### config.mk
export PLATFORM = sky130hd
export DESIGN_NAME = four_bit_adder_subtractor
export DESIGN_NICKNAME = d
export VERILOG_FILES = /design/src/rtl/four_bit_adder_subtractor.sv
export SDC_FILE = /design/constraint.sdc
export NUM_CORES = 1
export LEC_CHECK = 0
export CAP_MARGIN = 20
export CORE_AREA = 5 5 42 44
export DETAILED_ROUTE_END_ITERATION = 6
export DIE_AREA = 0 0 47 49
export PLACE_DENSITY_LB_ADDON = 0.05
export SLEW_MARGIN = 40
export SYNTH_ARGS = -nofsm -noshare
export SYNTH_HDL_FRONTEND = slang
export SYNTH_SLANG_ARGS = --single-unit
### constraint.sdc
create_clock -name clk -period 1.2 [get_ports clk]
set_input_delay 0.3 -clock clk [delete_from_list [all_inputs] [get_ports clk]]
set_output_delay 0.3 -clock clk [all_outputs]
set_load 0.01 [all_outputs]
### src/rtl/four_bit_adder_subtractor.sv
// Registered 4-bit ripple-carry adder/subtractor with one-cycle latency.
// Optional signed-overflow flag enabled by defining ADD_SUB_OVERFLOW_EN.
module four_bit_adder_subtractor (
  input  logic       clk,
  input  logic       rst_n,
  input  logic [3:0] A,
  input  logic [3:0] B,
  input  logic       m,
  input  logic       in_valid,
  output logic [3:0] Sum,
  output logic       Carry,
  output logic       Overflow,
  output logic       out_valid
);

  logic [3:0] b_x;
  logic [3:0] s;
  logic [4:0] c;

  // Subtraction is A + ~B + 1: invert B with m and inject m as carry-in.
  assign c[0] = m;

  genvar gi;
  generate
    for (gi = 0; gi < 4; gi++) begin : g_fa
      assign b_x[gi]  = B[gi] ^ m;
      assign s[gi]    = A[gi] ^ b_x[gi] ^ c[gi];
      assign c[gi+1]  = (A[gi] & b_x[gi]) | (c[gi] & (A[gi] ^ b_x[gi]));
    end
  endgenerate

  logic [3:0] sum_q, sum_d;
  logic       carry_q, carry_d;
  logic       valid_q, valid_d;

  always_comb begin
    sum_d   = sum_q;
    carry_d = carry_q;
    valid_d = in_valid;
    if (in_valid) begin
      sum_d   = s;
      carry_d = c[4];
    end
  end

  always_ff @(posedge clk or negedge rst_n) begin
    if (!rst_n) begin
      sum_q   <= 4'b0000;
      carry_q <= 1'b0;
      valid_q <= 1'b0;
    end else begin
      sum_q   <= sum_d;
      carry_q <= carry_d;
      valid_q <= valid_d;
    end
  end

`ifdef ADD_SUB_OVERFLOW_EN
  logic ovf_q, ovf_d;

  always_comb begin
    ovf_d = ovf_q;
    if (in_valid) ovf_d = c[3] ^ c[4];
  end

  always_ff @(posedge clk or negedge rst_n) begin
    if (!rst_n) ovf_q <= 1'b0;
    else        ovf_q <= ovf_d;
  end

  assign Overflow = ovf_q;
`else
  assign Overflow = 1'b0;
`endif

  assign Sum       = sum_q;
  assign Carry     = carry_q;
  assign out_valid = valid_q;

endmodule

==> impl_results.md <==
- Run status: finished with violations
- Failing checks: negative setup slack
- Worst r2r src: Sum[3]
- Total track usage: between 7 and 8%
- Fin area: 596 um^2
- Tot Pwr: about 700 uW
- Critical path capture point type: register
- Critical path, cell by cell: buf_6, mux2_4, fa_2, inv_2, fa_2, inv_2, fa_2, mux2_4
- Crit path DAT: 2010 ps
- Netlist cell types: 13
- # port buffers: 17
- Share of power burned in combinational logic: 36.4%
- Buffers & Inverters on Critical Path: 3
- Grt peak-use layer: met4
- Maximum VDD drop: 0.399 mV
- Routing usage on met2: 9.50%
- Setup slack after layout: -685 ps
- Root Driver: clkbuf_4
- Vias in the first global route: 251
- Max incr delay on CP: 400 ps
- Critical Path RT: 1330 ps
- Met1 Use GR: between 6 and 7%
- Area Overhead vs Synth: 66.4%
- Placed Instance Area: 571 um^2
- WS Path Type: in -> reg
- Count of pins over their slew limit: 0
- Worst-Skew Late Latency: approximately 240 ps
- Die area: about 2300 um^2
- Worst setup SP type: primary input
- NetSw: roughly 190 uW
- Internal power: roughly 520 uW
- Global placer's final weighted congestion: 0.574
- Crit path from: B[0]
- Global-route wire length before repair: 1060 um
- Cells after DPL: 62
- Yosys top cell area share: 42.0%
- Core ar.: 1400 um^2
- Mapped Area: 358 um^2
- Post-Syn Area per Cell: 13.3 um^2
- Leading area contributor after synthesis: dfrtp_1
- CTS max path bufs: 2
- Via-to-Cell Ratio: 3.95
- I/O Pins: 19
- Hold Crit Class: in -> async
- Initial Utilization: 25.5%
- 1st-pass router iterations: 4
- Ranking of synthesized cells by area: dfrtp_1, fa_1, mux2_4
- Clock share of power: 25.7%
- Flop pwr share: 37.9%
- Final Cycle Share: 157%
- Met3 global-route usage: less than 1%
- Total Nets Final: 67
- DRC: 0
- Layout cells sized above 1: ~40%
- Final cell count without fillers: between 60 and 70
- Final WL: around 670 um
- Syn Nets: between 40 and 50
- Horiz. Die Dim: roughly 47 um
- Via count: 261
- # setup viols final: 4
- Routed WL per cell: 10.2 um
- Hold Vio Cnt, Final: 0
- DR iter-0 viols: 1
- Row count: 14
- Max Cap Viol: 0
- Post-route ant nets: 0
- Layout Skew: 0 ps
- Crit path max-delay family: adder cells
- Gr ovfl total: 0
- Seq/Total Area, Yosys: 42.0%
- #FFs+latches synth: 6
- Clock Sinks: 6
- Static leakage: between 0.2 and 0.3 nW
- Largest net degree at the start of global routing: 8
- Tmin final: 1880 ps
- Worst path slowest cell: fa_2
- Crit-path max FO: 2
- Switching share of power: 26.8%
- CTS tree: built
- Die Ht: 49 um
- Pwr/cell area: roughly 1200 nW/um^2
- Synthesized instance count: 27
- Crit-path most repeated cell: fa_2
- Clk slew on worst S/H paths: 40 ps
- Initial antenna violation count: 0
- Commonest cells after routing, fill and taps aside: dfrtp_1, clkdlybuf4s50_1, clkdlybuf4s15_1
- CTS buffer count: 3
- Unrepaired setup endpoints after global routing: yes
- Peak Freq: approximately 530 MHz
- YS warnings: 0
- Htree depth: 1
- Antenna diodes: 0
[layout make-up]
type,count,area [um^2]
clock buffer,3,22.5
tap,16,20.0
multi-input combinational,15,185
fill,147,806
inverter,4,15.0
timing repair buffer,22,203
sequential,6,150
[synthesized netlist by cell type]
master / number
dfrtp_1: 6
inv_1: 4
fa_1: 3
mux2_4: 3
xnor2_1: 2
xor2_1: 2
a21oi_1: 1
buf_4: 1
buf_6: 1
conb_1: 1
mux2_2: 1
mux2i_1: 1
nor2_1: 1
[metrics by stage]
stage                     hold slack [ps]  util (%)  setup WS [ps]  setup TNS, ps
after floorplan                      4.41         -           -746          -1930
after detailed placement              500      40.7          -1320          -4240
after CTS                             291      42.0           -730          -1690
final                                 290      42.5           -685          -1650
after global placement                501      40.7          -1290          -4140
after global routing                  317      42.5           -724          -1740
[flip-flops by register name, summed over array words and instances (netlist names)]
register / cells
Carry: 1
Sum: 4
out_valid: 1
[worst paths after layout]
check	end	slack, ps	cells past startpoint
min in group clk	Sum[0]	470	4
hold / removal	Sum[2]	290	1
hold reg to reg	Sum[1]	510	1
setup reg to reg	Sum[3]	440	1
max in group asynchronous	out_valid	710	1
setup / recovery	Sum[3]	-680	8
[timing repair]
| item | in CTS | in global routing |
|---|---|---|
| resized for setup | 28 | 0 |
| buffers inserted | 0 | 1 |
| pin swaps | 4 | 4 |
| hold buffers | 0 | 0 |
| gates cloned | 0 | 0 |
| setup endpoints to repair | 10 | 4 |
[kinds of logic (layout without fill, tap and decap cells)]
| group | count (synthesis) | in the layout | synth area share [%] |
|---|---|---|---|
| flops | 6 | 6 | 42.0 |
| compound gates | 1 | 1 | 1.40 |
| fa+ha+maj | 3 | 3 | 16.8 |
| buf+inv | 6 | 29 | 9.44 |
| simple gates | 1 | 1 | 1.05 |
| other cells | 1 | 1 | 1.05 |
| xor+xnor | 4 | 4 | 9.79 |
| mux | 5 | 5 | 18.5 |
[power groups by stage]
stage | Sequential, mW | Clock, mW | Combinational, mW
floorplan | 0.292 | 0 | 0.111
global placement | 0.272 | 0 | 0.284
detailed placement | 0.273 | 0 | 0.289
CTS | 0.270 | 0.194 | 0.265
global route | 0.275 | 0.202 | 0.283
finish | 0.270 | 0.183 | 0.259
[routing by layer]
layer / vias up / part of all wire (%)
met5: - / 0
met1: 117 / 31
met4: 0 / 7.5
li1: 126 / -
met2: 14 / 51
met3: 4 / 10
Power figures use the tool's default switching activity.
